**src/rtl/elevator_motion_ctrl.sv**
```systemverilog
// elevator_motion_ctrl
//   SCAN-order car motion controller for a 4-floor car. Latches call
//   buttons, keeps travelling in one direction while calls remain ahead,
//   then reverses. Emits one-cycle inc_floor/red_floor step pulses to the
//   floor counter, reads cur_floor back, and holds the door open at each
//   served floor. All outputs are registered.
module elevator_motion_ctrl #(
    parameter int TRAVEL_CYCLES = 4,
    parameter int DOOR_CYCLES   = 3
) (
    input  logic       floor_clk,
    input  logic       rst,
    input  logic [3:0] req,
    input  logic [1:0] cur_floor,
    output logic       inc_floor,
    output logic       red_floor,
    output logic       door_open,
    output logic       dir_up,
    output logic       moving,
    output logic [3:0] pending
);

    // One shared timer serves both MOVE and DOOR; size it for the longer one.
    localparam int TMAX = (TRAVEL_CYCLES > DOOR_CYCLES) ? TRAVEL_CYCLES : DOOR_CYCLES;
    localparam int TW   = (TMAX > 1) ? $clog2(TMAX) : 1;

    localparam logic [TW-1:0] TRAVEL_LAST = TW'(TRAVEL_CYCLES - 1);
    localparam logic [TW-1:0] DOOR_LAST   = TW'(DOOR_CYCLES - 1);

    typedef enum logic [2:0] {
        S_IDLE   = 3'd0,
        S_MOVE   = 3'd1,
        S_STEP   = 3'd2,
        S_SETTLE = 3'd3,
        S_DOOR   = 3'd4
    } state_t;

    // Floors strictly above f (unsigned compare).
    function automatic logic [3:0] mask_above(input logic [1:0] f);
        logic [3:0] m;
        for (int i = 0; i < 4; i++) begin
            m[i] = (2'(i) > f);
        end
        return m;
    endfunction

    // Floors strictly below f (unsigned compare).
    function automatic logic [3:0] mask_below(input logic [1:0] f);
        logic [3:0] m;
        for (int i = 0; i < 4; i++) begin
            m[i] = (2'(i) < f);
        end
        return m;
    endfunction

    state_t          r_state;
    logic [TW-1:0]   r_timer;
    logic            r_dir;
    logic            r_inc;
    logic            r_red;
    logic            r_door;
    logic            r_moving;
    logic [3:0]      r_pending;

    state_t          w_nxt_state;
    logic [TW-1:0]   w_nxt_timer;
    logic            w_nxt_dir;
    logic            w_nxt_inc;
    logic            w_nxt_red;
    logic            w_nxt_door;
    logic            w_nxt_moving;
    logic [3:0]      w_nxt_pending;
    logic [3:0]      w_req_lat;

    logic            w_here;
    logic            w_above;
    logic            w_below;
    logic            w_fwd;
    logic            w_back;

    // Above/below never include cur_floor itself, so the door-expiry
    // decision automatically ignores the call at the current floor.
    assign w_here  = r_pending[cur_floor];
    assign w_above = |(r_pending & mask_above(cur_floor));
    assign w_below = |(r_pending & mask_below(cur_floor));
    assign w_fwd   = r_dir ? w_above : w_below;
    assign w_back  = r_dir ? w_below : w_above;

    // Next-state, timer, direction and step-pulse decisions.
    always_comb begin
        w_nxt_state = r_state;
        w_nxt_timer = r_timer;
        w_nxt_dir   = r_dir;
        w_nxt_inc   = 1'b0;
        w_nxt_red   = 1'b0;
        case (r_state)
            S_IDLE: begin
                w_nxt_timer = '0;
                if (w_here) begin
                    w_nxt_state = S_DOOR;
                end else if (w_above) begin
                    w_nxt_state = S_MOVE;
                    w_nxt_dir   = 1'b1;
                end else if (w_below) begin
                    w_nxt_state = S_MOVE;
                    w_nxt_dir   = 1'b0;
                end
            end
            S_MOVE: begin
                if (r_timer == TRAVEL_LAST) begin
                    w_nxt_state = S_STEP;
                    w_nxt_timer = '0;
                    // Never step past the top or bottom floor.
                    if (r_dir) begin
                        w_nxt_inc = (cur_floor != 2'd3);
                    end else begin
                        w_nxt_red = (cur_floor != 2'd0);
                    end
                end else begin
                    w_nxt_timer = r_timer + TW'(1);
                end
            end
            S_STEP: begin
                w_nxt_timer = '0;
                // A suppressed pulse means the step was illegal: give up and re-plan from IDLE.
                w_nxt_state = (r_inc || r_red) ? S_SETTLE : S_IDLE;
            end
            S_SETTLE: begin
                w_nxt_timer = '0;
                if (w_here) begin
                    w_nxt_state = S_DOOR;
                end else if (w_fwd) begin
                    w_nxt_state = S_MOVE;
                end else if (w_back) begin
                    w_nxt_state = S_MOVE;
                    w_nxt_dir   = ~r_dir;
                end else begin
                    w_nxt_state = S_IDLE;
                end
            end
            S_DOOR: begin
                if (req[cur_floor]) begin
                    w_nxt_timer = '0;
                end else if (r_timer == DOOR_LAST) begin
                    w_nxt_timer = '0;
                    if (w_fwd) begin
                        w_nxt_state = S_MOVE;
                    end else if (w_back) begin
                        w_nxt_state = S_MOVE;
                        w_nxt_dir   = ~r_dir;
                    end else begin
                        w_nxt_state = S_IDLE;
                    end
                end else begin
                    w_nxt_timer = r_timer + TW'(1);
                end
            end
            default: begin
                w_nxt_state = S_IDLE;
                w_nxt_timer = '0;
            end
        endcase
    end

    // Call latch: the button at an open door only holds the door, and the
    // served floor's call is dropped on the edge that opens the door.
    always_comb begin
        w_req_lat = req;
        if (r_state == S_DOOR) begin
            w_req_lat[cur_floor] = 1'b0;
        end
        w_nxt_pending = r_pending | w_req_lat;
        if ((w_nxt_state == S_DOOR) && (r_state != S_DOOR)) begin
            w_nxt_pending[cur_floor] = 1'b0;
        end
    end

    assign w_nxt_door   = (w_nxt_state == S_DOOR);
    assign w_nxt_moving = (w_nxt_state == S_MOVE) || (w_nxt_state == S_STEP) ||
                          (w_nxt_state == S_SETTLE);

    // State, timer and direction registers.
    always_ff @(posedge floor_clk or posedge rst) begin
        if (rst) begin
            r_state <= S_IDLE;
            r_timer <= '0;
            r_dir   <= 1'b0;
        end else begin
            r_state <= w_nxt_state;
            r_timer <= w_nxt_timer;
            r_dir   <= w_nxt_dir;
        end
    end

    // Registered outputs and the latched call set.
    always_ff @(posedge floor_clk or posedge rst) begin
        if (rst) begin
            r_inc     <= 1'b0;
            r_red     <= 1'b0;
            r_door    <= 1'b0;
            r_moving  <= 1'b0;
            r_pending <= 4'b0000;
        end else begin
            r_inc     <= w_nxt_inc;
            r_red     <= w_nxt_red;
            r_door    <= w_nxt_door;
            r_moving  <= w_nxt_moving;
            r_pending <= w_nxt_pending;
        end
    end

    assign inc_floor = r_inc;
    assign red_floor = r_red;
    assign door_open = r_door;
    assign dir_up    = r_dir;
    assign moving    = r_moving;
    assign pending   = r_pending;

endmodule

```
**config.mk**
```make
export PLATFORM = sky130hd
export DESIGN_NAME = elevator_motion_ctrl
export DESIGN_NICKNAME = d
export VERILOG_FILES = /design/src/rtl/elevator_motion_ctrl.sv
export SDC_FILE = /design/constraint.sdc
export NUM_CORES = 1
export LEC_CHECK = 0
export CAP_MARGIN = 20
export CORE_MARGIN = 2
export CORE_UTILIZATION = 50
export DETAILED_ROUTE_END_ITERATION = 8
export GPL_ROUTABILITY_DRIVEN = 0
export HOLD_SLACK_MARGIN = 0.15
export PLACE_DENSITY = 0.8
export SYNTH_ARGS = -nofsm -noshare
export SYNTH_HDL_FRONTEND = slang
export SYNTH_SLANG_ARGS = --single-unit
export TNS_END_PERCENT = 30
```
**constraint.sdc**
```tcl
create_clock -name floor_clk -period 1.9 [get_ports floor_clk]
set_input_delay 0.38 -clock floor_clk [delete_from_list [all_inputs] [get_ports floor_clk]]
set_output_delay 0.38 -clock floor_clk [all_outputs]
set_load 0.03 [all_outputs]
```
# After elaboration in Yosys (flattened, before gate mapping)
# Index checks and enable logic that the tools add are counted.
dict set report totals {
  reg_bits 14
  latchBits 0
  mem_bits_rw 0
  rom_bits 0
  input_bits 8
  out_inout_bits 9
  word_cells 94
  n_memories 0
}
dict set report op_classes {
  addsub 1
  mul 0
  div 0
  magnitude_cmp 10
  eq_ne 17
  n_shift 0
  muxes 40
  bitwise_logic 7
  reduce_logical 11
}
# cell n
set op_table {}
lappend op_table {{3-bit 2-to-1 mux} 8}
lappend op_table {{1-bit 2-to-1 mux} 20}
lappend op_table {{4-bit AND} 4}
lappend op_table {{3-bit case mux with 5 select lines} 1}
lappend op_table {{3-bit by 2-bit == test with 1-bit output, second input constant} 4}
lappend op_table {{2-bit != test, second input constant} 5}
lappend op_table {{2-bit 2-to-1 mux} 4}
lappend op_table {{4-bit 2-to-1 mux} 2}
lappend op_table {{4-bit OR reduction} 2}
lappend op_table {{3-bit by 1-bit == test with 1-bit output, second input constant} 2}
lappend op_table {{3-bit == test, second input constant} 2}
lappend op_table {{3-bit != test, second input constant} 2}
lappend op_table {{6-bit AND reduction} 1}
lappend op_table {{1-bit binary-select mux with 2-bit select} 2}
lappend op_table {{2-bit == test, second input constant} 2}
lappend op_table {{1-bit by 2-bit > comparator with 1-bit output, first input constant} 2}
lappend op_table {{2-bit > comparator, first input constant} 2}
lappend op_table {{1-bit by 2-bit less-than comparator with 1-bit output, first input constant} 2}
lappend op_table {{2-bit less-than comparator, first input constant} 2}
lappend op_table {{4-bit NOT} 1}
lappend op_table {{4-bit bitwise OR} 1}
lappend op_table {{2-bit case mux with 2 select lines} 1}
lappend op_table {{3-bit zero test} 1}
lappend op_table {{1-bit logical OR} 3}
lappend op_table {{9 further kinds} 10}

# Longest topological paths before layout
# Gate-level depths: netlist of the first run.
dict set report logic_depth {
  depth_word 12
  mapped_depth 7
  depth_no_buf 7
}

# Worst setup path before layout of the first run
# No wires, ideal clock.
dict set report synth_timing {
  path_type {register to register}
  startpoint {reg r_pending[3], in the netlist pending[3]}
  endpoint {reg r_dir, in the netlist dir_up}
  arrival_ns 1.559
  required_time_ns 1.831
  path_slack_ns 0.272
  path_stages_with_launch 6
  synth_period_minus_slack_ns 1.628
  cell_sequence {dfrtp_1 mux4_2 nand3b_2 o21ai_2 a211o_1 nand3_1}
}
dict set report synth_via {
  elab_chain_cells 8
  elab_cells_between_ends 20
  classes_between {3 x eq/ne; 12 x mux; 2 x bitwise; 3 x reduce/logical}
}
# element line
set synth_lines {}
lappend synth_lines {{from (decl)} 63} ;# logic [3:0] r_pending;
lappend synth_lines {{from (signal assigned)} 208} ;# r_pending <= w_nxt_pending;
lappend synth_lines {{4-bit AND, on equally long branches} {84, 85}}
lappend synth_lines {{4-bit OR reduction, on equally long branches} {84, 85}}
lappend synth_lines {{1-bit 2-to-1 mux} 87} ;# assign w_back = r_dir ? w_below : w_above;
lappend synth_lines {{1-bit 2-to-1 mux (4 in series)} --}
lappend synth_lines {{1-bit case mux with 3 select lines} 96} ;# case (r_state)
lappend synth_lines {{to (signal assigned)} 191} ;# r_dir <= w_nxt_dir;
lappend synth_lines {{to (decl)} 58} ;# logic r_dir;
# Several ways; a longest one is shown, not always the timed one. The select of a mux whose other input is x is not followed.
# A chain may end at the register's enable or synchronous reset.

# Final worst setup path of the first run
dict set report layout_timing {
  startpoint {in cur_floor[0]}
  endpoint {reg r_pending[0], in the netlist pending[0]}
}
dict set report layout_via {
  elab_chain_cells 12
  elab_cells_between_ends 40
  classes_between {10 x order compare; 1 x eq/ne; 19 x mux; 6 x bitwise; 4 x reduce/logical}
}
# element line
set layout_lines {}
lappend layout_lines {{from (decl)} 14} ;# input logic [1:0] cur_floor,
lappend layout_lines {{1-bit by 2-bit > comparator with 1-bit output (tied with other cells)} 42} ;# m[i] = (2'(i) > f);
lappend layout_lines {{4-bit AND, on equally long branches} {84, 85}}
lappend layout_lines {{4-bit OR reduction, on equally long branches} {84, 85}}
lappend layout_lines {{1-bit 2-to-1 mux} 87}
lappend layout_lines {{1-bit 2-to-1 mux} {134, 148}}
lappend layout_lines {{3-bit 2-to-1 mux} 146} ;# if (w_fwd) begin
lappend layout_lines {{3-bit 2-to-1 mux} 144} ;# end else if (r_timer == DOOR_LAST) begin
lappend layout_lines {{3-bit 2-to-1 mux} 142} ;# if (req[cur_floor]) begin
lappend layout_lines {{3-bit case mux with 5 select lines} 96}
lappend layout_lines {{3-bit == test} 173} ;# if ((w_nxt_state == S_DOOR) && (r_state != S_DOOR)) begin
lappend layout_lines {{1-bit logical AND} 173}
lappend layout_lines {{4-bit 2-to-1 mux (*)} 173}
lappend layout_lines {{via w_nxt_pending[0]} 72} ;# logic [3:0] w_nxt_pending;
# The timed path passes the listed nets; every way through them passes the cells marked *. The select of a mux whose other input is x is not followed.

==> metrics.md, run 1 <==
| Metric | Value |
|---|---|
| Status | complete, no violations |
| Largest family of logic cells by synthesized area | compound AO/OA/AOI/OAI gates |
| Final number of setup-violating endpoints | 0 |
| Largest net degree at the start of global routing | 15 |
| Congestion Overflow GR | 0 |
| Area leader, netlist | dfrtp_1 |
| Row count | 15 |
| First-pass GRT wire length | ~3500 µm |
| CTS Buffer Depth | 2 |
| Clk Tree Root Cell | clkbuf_4 |
| DIE AREA | about 2100 µm² |
| CP Cell Sequence | clkdlybuf4s50_1 -> mux4_2 -> nand3b_2 -> buf_4 -> o21a_1 -> o32a_1 |
| Die H | about 46 µm |
| Leak Pwr | 0.501 nW |
| Hold_ws | between 0.4 and 0.5 ns |
| Critical path data arrival time | between 2 and 2.5 ns |
| # diodes | 0 |
| Setup crit end kind | flop |
| DP HPWL | 1620 µm |
| PwrDens | 1270 nW/µm² |
| Worst path max stage delay | 0.55 ns |
| Most common cell after layout, fill and taps aside | dfrtp_1 |
| Drt drc | 0 |
| Post-synthesis sequential area ratio | around two fifths |
| Area contributors post-synth | dfrtp_1 (39%), ha_1 (5.6%), nor2_1 (4.2%) |
| Dpl cell area | 1110 µm² |
| Unrepaired setup endpoints after global routing | no |
| WS Path Type | in -> reg |
| Final period util | 96.2% |
| Max IR drop VDD | around 800 µV |
| Worst r2r dst | pending[0] |
| IO Port Bufs | 16 |
| Total I/O pin count | 17 |
| Rel. slew slack | approximately 65% |
| Post-synthesis cell count | 91 |
| Vias in the first global route | roughly 780 |
| CTS H-tree lvls | 1 |
| Clock network power share | 15.3% |
| F_max | between 0.5 and 0.6 GHz |
| CTS Buf Count | 3 |
| Yosys cell types | 36 |
| Mux cell area share after synthesis | between 7 and 8% |
| Final wirelength | ~2200 µm |
| Share of the synthesized area in the top cell type | 39.4% |
| Design area | ~1200 µm² |
| Minimum clock period | 1.83 ns |
| Mapped cell area | just under 900 µm² |
| Post-synthesis simple-gate area fraction | between 10% and 20% |
| Internal power | around 0.00084 W |
| Hold Path Class | in -> async |
| Clk_skew | approximately 0.00058 ns |
| Via count | around 820 |
| CTS tree | built |
| CTS sink count | 14 |
| Flip-flop and latch count after synthesis | 14 |
| PnR Total Power | 0.00147 W |
| Final #Nets | 129 |
| Antenna violations before repair | 0 |
| Comb pwr share | between 40% and 50% |
| Vias per cell | ~6.2 |
| Commonest non-fill, non-tap cells in the layout | dfrtp_1 (14), clkdlybuf4s50_1 (11), nor2_1 (10), buf_4 (8) |
| Startpoint Class | primary input |
| Sw Share | a little over two fifths |
| All-Layer GR Usage | ~24% |
| Clk_lat worst skew | between 0.2 and 0.3 ns |
| Adder-cell share of the synthesized area | around 5.6% |
| Reg2reg start | pending[3] |
| Number of DRC markers in iteration 0 | 27 |
| Compound-Gate Fraction of Synth Area | 25.1% |
| Crit-path max FO | 4 |
| Worst Max-Slew Pin Slew | 0.529 ns |
| Final worst slack | about 0.07 ns |
| FILL cells | around 130 |
| Starting Density | between 50% and 60% |
| Syn-to-layout area delta | 30.4% |
| Avg Cell Area, Syn | between 9 and 10 µm² |
| Register Area | roughly 350 µm² |
| Die width | 46.2 µm |
| Final antenna-violating net count | 0 |
| YS warnings | 0 |
| Final Hold Viols | 0 |
| Share of power burned in registers | 35.3% |
| Post-CTS Hold Buffers | 0 |
| Synth Area in XOR/XNOR | 0.986% |
| Footprint of the multi-input gates | between 400 and 500 µm² |
| FF-to-FF path depth | 5 |
| Place WS | -0.263 ns |
| FF-to-FF setup slack | between 0.2 and 0.25 ns |
| MaxCap Viol Count | 0 |
| CP max-delay cell | mux4_2 |
| Layout cells sized above 1 | 17.2% |
| Synthesized Nets | ~100 |
| Post-DR wirelength/cell | 16.8 µm |
| Clk pin slew, worst setup/hold paths | ~0.09 ns |
| First-pass iteration count of the detailed router | 4 |
| Core area | between 1500 and 2000 µm² |
| Worst Path Required | roughly 2.1 ns |
| Slew Viols, Final | 0 |
| Sw power | ~0.00063 W |
## worst max path at each step
stage,endpoint,slack (ns),startpoint,cells after the start
detailed placement,moving,-0.26,cur_floor[1],7
finish,pending[0],0.07,cur_floor[0],6
CTS,pending[3],0.003,pending[3],1
global route,pending[0],0.01,cur_floor[0],6
global placement,moving,-0.18,cur_floor[1],5
floorplan,dir_up,0.27,pending[3],5
## per-stage QoR
| step | utilization [%] | TNS, ns | std cells |
|---|---|---|---|
| after floorplan | - | 0 | 91 |
| after global placement | 65.7 | -1.16 | 129 |
| after detailed placement | 65.7 | -1.73 | 129 |
| after CTS | 67.9 | 0 | 133 |
| after global routing | 68.6 | 0 | 133 |
| final | 68.6 | 0 | 133 |
## layer usage
layer  global-route usage, %  vias up  share of wire (%)
met1                    28.5      396                 39
met3                    3.92        9                3.7
met2                    40.0       30                 53
met4                    16.0        0                3.9
li1                        -      388                  -
met5                       0        -                  0
## worst max-delay path: cells and delay by family
family	cells	cell delay, ns
AND/OR/NAND/NOR	1	0.13
AO/OA/AOI/OAI	2	0.31
buffers and inverters	2	0.67
multiplexers	1	0.55
## power by group through the flow
stage	Clock (W)	Sequential, W	Combinational (W)
2_1_floorplan	0	0.000589	0.000401
3_3_place_gp	0	0.000514	0.000697
3_5_place_dp	0	0.000523	0.000720
4_1_cts	0.000227	0.000517	0.000725
5_1_grt	0.000239	0.000536	0.000779
6_report	0.000224	0.000519	0.000726
## cells in the mapped netlist
library cell and count:
or2_1 1, nor3b_2 1, mux2_1 1, mux2_2 1, buf_4 2, o21ai_2 1
mux4_2 1, dfrtp_1 14, a21oi_1 2, or3_1 1, nand3b_2 1, buf_2 1
o22ai_2 2, nor2_1 10, o22ai_1 2, mux2i_1 2, o22a_1 1, o21a_1 5
o22a_2 1, nor4b_1 1, nand2_1 7, xnor2_1 1, nor2b_1 1, nor3_1 1
o21bai_1 1, a31oi_1 3, o32a_1 3, or4_1 1, nand3_1 1, inv_1 7
a22o_1 2, nand2b_1 2, a211oi_1 1, a211o_1 1, o21ai_0 4, ha_1 4
## final cells by class
type,instances,area share (%)
Multi-Input combinational cell,67,42.4
Sequential cell,14,30.2
Timing Repair Buffer,24,20.1
Clock buffer,4,3.13
Inverter,7,2.27
Tap cell,17,1.84
## cells by family (layout without fill, tap and decap cells)
group           Yosys count  after routing
xor+xnor                  1              1
simple gates             28             28
buf+inv                  10             35
flops                    14             14
compound gates           29             29
mux                       5              5
fa+ha+maj                 4              4
## flip-flops by register name, summed over array words and instances, names as in the netlist
register   flops
dir_up         1
door_open      1
inc_floor      1
moving         1
pending        4
r_state        3
r_timer        2
red_floor      1
## what timing repair did
action	4_1_cts	5_1_grt
gates resized for setup	0	5
endpoints found under the setup margin	0	6
setup buffers	0	0
hold endpoints to repair	0	0
No activity file was read; power rests on OpenSTA's default activity.
==> inputs of run 2 (changes only) <==
--- a/config.mk
+++ b/config.mk
@@ -6,8 +6,10 @@
 export NUM_CORES = 1
 export LEC_CHECK = 0
 export CAP_MARGIN = 20
+export CELL_PAD_IN_SITES_DETAIL_PLACEMENT = 0
+export CELL_PAD_IN_SITES_GLOBAL_PLACEMENT = 1
 export CORE_MARGIN = 2
-export CORE_UTILIZATION = 50
+export CORE_UTILIZATION = 38
 export DETAILED_ROUTE_END_ITERATION = 8
 export GPL_ROUTABILITY_DRIVEN = 0
 export HOLD_SLACK_MARGIN = 0.15
==> run 2 against run 1 <==
Worst setup slack worse by 0.017 ns. Count of clock-buffer cells in the layout unchanged. Core utilization fell by 16 points.
==> metrics.md, run 2 (synthesized netlist as in run 1, its figures left out) <==
| Metric | Value |
|---|---|
| Status | complete, no violations |
| Setup crit end kind | output pin |
| Congestion Overflow GR | 0 |
| Final wirelength | just over 2000 µm |
| CTS Buffer Depth | 2 |
| Metal3 WL | around 43 µm |
| CP Buf/Inv Count | 1 |
| Max reg flops | 4 |
| FF-to-FF setup slack | 0.28 ns |
| CTS tree | built |
| Syn-to-layout area delta | 31.3% |
| DP HPWL | between 1500 and 2000 µm |
| Layout cells sized above 1 | 17.2% |
| Largest net degree at the start of global routing | 15 |
| Number of DRC markers in iteration 0 | 9 |
| Via count | between 700 and 800 |
| Clk_skew | 0.000903 ns |
| FILL cells | about 220 |
| Worst Path Required | around 1.5 ns |
| CTS sink count | 14 |
| CTS Buf Count | 3 |
| FF-to-FF path depth | 5 |
| Util after Layout | 52.7% |
| Hold_ws | 0.437 ns |
| Rel. slew slack | 63.2% |
| Reg2reg start | pending[3] |
| Worst Max-Slew Pin Slew | approximately 0.55 ns |
| Footprint of the multi-input gates | 492 µm² |
| Antenna violations before repair | 0 |
| CP top delay family | buffers and inverters |
| Clk pin slew, worst setup/hold paths | 0.09 ns |
| WL met2 | between 1000 and 1500 µm |
| Design area | 1170 µm² |
| Vias in the first global route | between 700 and 800 |
| First-pass iteration count of the detailed router | 4 |
| Crit-path max FO | 7 |
| F_max | 0.542 GHz |
| Startpoint Class | flop |
| Clk_lat worst skew | between 0.2 and 0.3 ns |
| Row count | 17 |
| Starting Density | 40.2% |
| Top sig layer | met4 |
| Hold Path Class | in -> async |
| PnR Total Power | between 0.001 and 0.0015 W |
| Minimum clock period | about 1.8 ns |
| Register Area | ~350 µm² |
| Most common cell after layout, fill and taps aside | dfrtp_1 |
| Unrepaired setup endpoints after global routing | no |
| # diodes | 0 |
| Final period util | a little over nine tenths |
| Worst path max stage delay | about 0.71 ns |
| Commonest non-fill, non-tap cells in the layout | dfrtp_1 (14), clkdlybuf4s50_1 (12), nor2_1 (10), buf_4 (8) |
| Vias per cell | 5.34 |
| Core area | 2210 µm² |
| Worst r2r dst | dir_up |
| PwrDens | approximately 1300 nW/µm² |
| Dpl cell area | around 1100 µm² |
| Die width | about 52 µm |
| Drt drc | 0 |
| Slew Viols, Final | 0 |
| Met1 wire length | roughly 940 µm |
| MaxCap Viol Count | 0 |
| Critical path data arrival time | around 1.5 ns |
| CP Cell Sequence | clkdlybuf4s50_1 |
| Leak Pwr | between 0.4 and 0.5 nW |
| WS Path Type | reg -> out |
| Total I/O pin count | 17 |
| Final #Nets | around 130 |
| Final number of setup-violating endpoints | 0 |
| Clk Tree Root Cell | clkbuf_4 |
| Die H | roughly 52 µm |
| Critical Path Start | pending[0] |
| First-pass GRT wire length | 3480 µm |
| All-Layer GR Usage | roughly 18% |
| Max IR drop VDD | just under 700 µV |
| Final Hold Viols | 0 |
| DIE AREA | 2740 µm² |
| CTS H-tree lvls | 1 |
| Final antenna-violating net count | 0 |
| Post-DR wirelength/cell | around 14 µm |
| CP max-delay cell | clkdlybuf4s50_1 |
| IO Port Bufs | 16 |
run 2: changes by cell type in the layout (fill, tap and decap cells not counted):
cell / delta
dlymetal6s2s_1: -2
clkdlybuf4s50_1: +1
dlygate4sd2_1: +1
run 2: how the worst max path moves through the flow:
stage,slack [ns],endpoint,depth (start not counted)
3_3_place_gp,-0.18,moving,6
2_1_floorplan,0.27,dir_up,5
4_1_cts,0.005,pending[1],1
6_report,0.05,pending[0],1
3_5_place_dp,-0.22,moving,7
5_1_grt,0.001,moving,6
run 2: what timing repair did:
| action | 4_1_cts | 5_1_grt |
|---|---|---|
| pin swaps | 0 | 0 |
| hold buffers | 0 | 0 |
| gates resized for setup | 1 | 3 |
| setup endpoints to repair | 1 | 4 |
| buffers inserted | 0 | 0 |
run 2: routing by layer:
layer / track usage [%] / vias to the layer above
met5: 0 / -
met4: 5.56 / 0
met3: 4.29 / 2
met2: 31.0 / 8
met1: 20.6 / 372
li1: - / 387
run 2: area by class of cell:
type	count	area share (%)
multi-input cells	67	42.2
flip-flops and latches	14	30.0
repair buffers	24	19.4
clock buffers	4	3.11
well taps	28	3.00
inverters	7	2.25
run 2: report_power, final:
group	switching (W)	internal, W	total, W
combinational	0.000376	0.000344	0.000719
clock	0.000103	0.000117	0.000220
sequential	0.000133	0.000385	0.000519
run 2: per-stage QoR:
| step | setup slack, ns | cells | setup TNS, ns |
|---|---|---|---|
| floorplan | 0.272 | 91 | 0 |
| global placement | -0.181 | 140 | -1.11 |
| detailed placement | -0.222 | 140 | -1.42 |
| CTS | 0.00461 | 144 | 0 |
| global route | 0.00101 | 144 | 0 |
| finish | 0.0542 | 144 | 0 |
==> inputs of run 3 (changes only) <==
--- a/config.mk
+++ b/config.mk
@@ -14,6 +14,7 @@
 export GPL_ROUTABILITY_DRIVEN = 0
 export HOLD_SLACK_MARGIN = 0.15
 export PLACE_DENSITY = 0.8
+export SKIP_CTS_REPAIR_TIMING = 1
 export SYNTH_ARGS = -nofsm -noshare
 export SYNTH_HDL_FRONTEND = slang
 export SYNTH_SLANG_ARGS = --single-unit
==> run 3 against run 2 <==
Core utilization increased by 0.17 points. Clock power about the same. First-iteration DRC count unchanged. Worst setup slack did not move. Critical path depth did not move. Clock skew is the same. Largest cell class unchanged. Cell count unchanged. Maximum frequency stayed put. Count of clock-buffer cells in the layout is the same. Critical endpoint unchanged. Global-route usage fell by 0.060 points. Final area grew 0.32%.
==> metrics.md, run 3 (synthesized netlist as in run 1, its figures left out) <==
| Metric | Value |
|---|---|
| Crit-path max FO | 7 |
| Die H | 52.4 µm |
| Final Hold Viols | 0 |
| Starting Density | 40.2% |
| Most common cell after layout, fill and taps aside | dfrtp_1 |
| Number of DRC markers in iteration 0 | 9 |
| Setup crit end kind | output pin |
| Leak Pwr | around 0.50 nW |
| Share of power burned in registers | 35.5% |
| Vias per cell | 5.34 |
| Core area | around 2200 µm² |
| CTS Buffer Depth | 2 |
| Util after Layout | about 53% |
| Max reg flops | 4 |
| Critical path data arrival time | around 1.5 ns |
| Final #Nets | 129 |
| Largest net degree at the start of global routing | 15 |
| Startpoint Class | flop |
| CP Buf/Inv Count | 1 |
| CTS Buf Count | 3 |
| Clock network power share | between 15 and 20% |
| Max IR drop VDD | about 690 µV |
| Internal power | ~0.00085 W |
| CTS H-tree lvls | 1 |
| DIE AREA | roughly 2700 µm² |
| Clk_skew | between 0.0009 and 0.001 ns |
| Worst path max stage delay | 0.71 ns |
| First-pass GRT wire length | 3470 µm |
| IO Port Bufs | 16 |
| Worst Path Required | between 1.5 and 2 ns |
| Post-DR wirelength/cell | 14.2 µm |
| Sw power | 0.000613 W |
| Final wirelength | about 2000 µm |
| Final antenna-violating net count | 0 |
| Row count | 17 |
| Worst Max-Slew Pin Slew | 0.551 ns |
| Dpl cell area | roughly 1100 µm² |
| Hold Path Class | in -> async |
| Design area | 1170 µm² |
| Syn-to-layout area delta | 31.7% |
| Clk_lat worst skew | ~0.28 ns |
| Layout cells sized above 1 | between 10% and 20% |
| Final number of setup-violating endpoints | 0 |
| Comb pwr share | 49.5% |
| Congestion Overflow GR | 0 |
| Final period util | a little over nine tenths |
| Sw Share | 41.9% |
| WS Path Type | reg -> out |
| Antenna violations before repair | 0 |
| Vias in the first global route | just under 800 |
| Via count | ~770 |
| CTS sink count | 14 |
| # diodes | 0 |
| Die width | approximately 52 µm |
| Minimum clock period | between 1.5 and 2 ns |
| CTS tree | built |
| FF-to-FF setup slack | roughly 0.28 ns |
| Rel. slew slack | about 63% |
| CP top delay family | buffers and inverters |
| F_max | about 0.54 GHz |
| MaxCap Viol Count | 0 |
| Clk pin slew, worst setup/hold paths | 0.09 ns |
| Status | complete, no violations |
| Hold_ws | ~0.44 ns |
| Unrepaired setup endpoints after global routing | no |
| PwrDens | between 1000 and 1500 nW/µm² |
| CP Cell Sequence | clkdlybuf4s50_1 |
| Commonest non-fill, non-tap cells in the layout | dfrtp_1 (14), clkdlybuf4s50_1 (12), nor2_1 (10), buf_4 (8) |
| Clk Tree Root Cell | clkbuf_4 |
| DP HPWL | roughly 1600 µm |
| All-Layer GR Usage | between 10% and 20% |
| First-pass iteration count of the detailed router | 4 |
| Slew Viols, Final | 0 |
| CP max-delay cell | clkdlybuf4s50_1 |
| Drt drc | 0 |
| Total I/O pin count | 17 |
## run 3: final timing paths
path	cells past startpoint	endpoint	from
max	1	pending[0]	pending[0]
min	2	door_open	rst
max reg2reg	5	dir_up	pending[3]
min reg2reg	1	red_floor	dir_up
max in group asynchronous	2	pending[2]	rst
min in group floor_clk	1	red_floor	dir_up
## run 3: cell type report
class,count,area [µm²]
clock buffers,4,36.3
well taps,28,35.0
multi-input cells,67,492
inverters,7,26.3
flip-flops and latches,14,350
repair buffers,24,230
fillers,222,1040
## run 3: power groups by stage
stage,Combinational (W),Sequential (W),Clock [W]
floorplan,0.000401,0.000589,0
global placement,0.000714,0.000521,0
detailed placement,0.000731,0.000528,0
CTS,0.000735,0.000521,0.000229
global route,0.000794,0.000545,0.000243
finish,0.000723,0.000519,0.000220
## run 3: layer usage
layer  share of wire, %  up-vias  track usage, %
met5                  0        -               0
met1                 46      372            20.6
met3                2.1        2            4.29
met4               0.93        0            5.56
met2                 51        8            30.8
li1                   -      387               -
## run 3: stage by stage
stage / power (W) / TNS [ns] / cells / setup WS (ns)
after global placement: 0.00124 / -1.11 / 140 / -0.181
after detailed placement: 0.00126 / -1.42 / 140 / -0.222
after global routing: 0.00158 / 0 / 144 / 0.00101
final: 0.00146 / 0 / 144 / 0.0542
after CTS: 0.00149 / -0.00958 / 144 / -0.00958
after floorplan: 0.000990 / 0 / 91 / 0.272
==> variant: new RTL, config.mk and constraints of run 2 <==
Re-encode `state_t` (5 states) as one-hot, 5 bits wide.
--- a/src/rtl/elevator_motion_ctrl.sv
+++ b/src/rtl/elevator_motion_ctrl.sv
@@ -27,12 +27,12 @@
     localparam logic [TW-1:0] TRAVEL_LAST = TW'(TRAVEL_CYCLES - 1);
     localparam logic [TW-1:0] DOOR_LAST   = TW'(DOOR_CYCLES - 1);
 
-    typedef enum logic [2:0] {
-        S_IDLE   = 3'd0,
-        S_MOVE   = 3'd1,
-        S_STEP   = 3'd2,
-        S_SETTLE = 3'd3,
-        S_DOOR   = 3'd4
+    typedef enum logic [4:0] {
+        S_IDLE   = 5'b00001,
+        S_MOVE   = 5'b00010,
+        S_STEP   = 5'b00100,
+        S_SETTLE = 5'b01000,
+        S_DOOR   = 5'b10000
     } state_t;
 
     // Floors strictly above f (unsigned compare).
Check against the original RTL: no difference found for any inputs over 10 cycles, from zero or initial values and one cycle with rst high; not proved beyond that.
==> variant against run 2 <==
Critical path depth unchanged. Sequential cell count up 2. Power is 19% higher. Worst setup slack better by 0.041 ns. Global-route usage is 0.79 points lower. First-iteration DRC count increased to 2.8 times the old value. Routed wire length is 25% higher. Area after synthesis up 26%. Final cell count grew 22%. Cell area grew 19%.
==> variant: results (changes against run 2) <==
logic_synthesis:
  ys_seq_area_frac: 0.358  # was 0.394
  synth_cell_type_count: 44  # was 36
  synth_common_cells: "dfrtp_1 (15), nor2_1 (11), inv_1 (10)"  # was dfrtp_1 (14), nor2_1 (10), inv_1 (7), nand2_1 (7), o21a_1 (5)
  synth_area_leaders: "dfrtp_1 (33%), ha_1 (4.5%), clkbuf_8 (3.7%), nor2_1 (3.7%), o21ai_0 (3.6%)"  # was dfrtp_1 (39%), ha_1 (5.6%), nor2_1 (4.2%), o21a_1 (4.2%), o32a_1 (3.4%)
place:
  hpwl_um: 1940  # was 1590 µm
  dp_slack_ns: -0.397  # was -0.222 ns
pwr:
  clkPwrFrac: 0.137  # was 0.151
  power.leakage_nw: 0.606  # was 0.495 nW
  ir_worst_vdd_uv: 564  # was 687 µV
  comb-power_mw: 0.914  # was 0.719 mW
setup_path:
  path_max_fanout: 4  # was 7
  worstRegToRegCells: 5  # unchanged
  r2r_setup_slack_ns: 0.16  # was 0.28 ns
  r2r_start: "pending[0]"  # was pending[3]
timing:
  fin_crit_sh: 0.950  # was 0.971
  slew_headroom: 0.754  # was 0.632
clocking:
  clk_latency_ns: 0.29
global_routing:
  grt_use_total: 0.167  # was 0.175
  grt_max_degree: 17  # was 15
  gr-usage-met2: 0.287  # was 0.310
  grt_use_met1: 0.221  # was 0.206
  grt_pass1_vias: 910  # was 792
  grt_util_met3: 0.0198  # was 0.0429
final_layout:
  fillers: 254  # was 223
  nNetsFinal: 158  # was 129
  drive_gt1_frac: 0.179  # was 0.172
  largest_reg_flops: 5  # was 4
route:
  vias_per_cell: 5.63  # was 5.34
  wl_met2_um: 1270  # was 1030 µm
  wl_met3_um: 76  # was 43 µm
status:
  status: "finished, final reports clean"  # unchanged
## variant: per-stage QoR
stage / hold slack (ns) / std cells / instance area, µm² / setup TNS [ns] / power [mW]
3_3_place_gp: 0.511 / 172 / 1320 / -1.56 / 1.44
5_1_grt: 0.421 / 176 / 1390 / 0 / 1.84
3_5_place_dp: 0.506 / 172 / 1320 / -1.73 / 1.46
6_report: 0.392 / 176 / 1390 / 0 / 1.73
4_1_cts: 0.400 / 176 / 1360 / 0 / 1.70
2_1_floorplan: 0.293 / 121 / 1120 / 0 / 1.18
## variant: logic make-up after synthesis
| kind of cell | synth area share |
|---|---|
| and+or+nand+nor | 0.224 |
| muxes | 0.0402 |
| adders and majority gates | 0.0446 |
| AOI/OAI and AO/OA | 0.209 |
| xor gates and xnor gates | 0.0234 |
| buffers and inverters | 0.100 |
| DFF | 0.358 |
## variant: final cells by class
class                      instances  area share
sequential                        16       0.290
inverter                          10      0.0271
clock buffer                       4      0.0262
timing repair buffer              26       0.181
multi-input combinational         89       0.449
tap                               31      0.0280
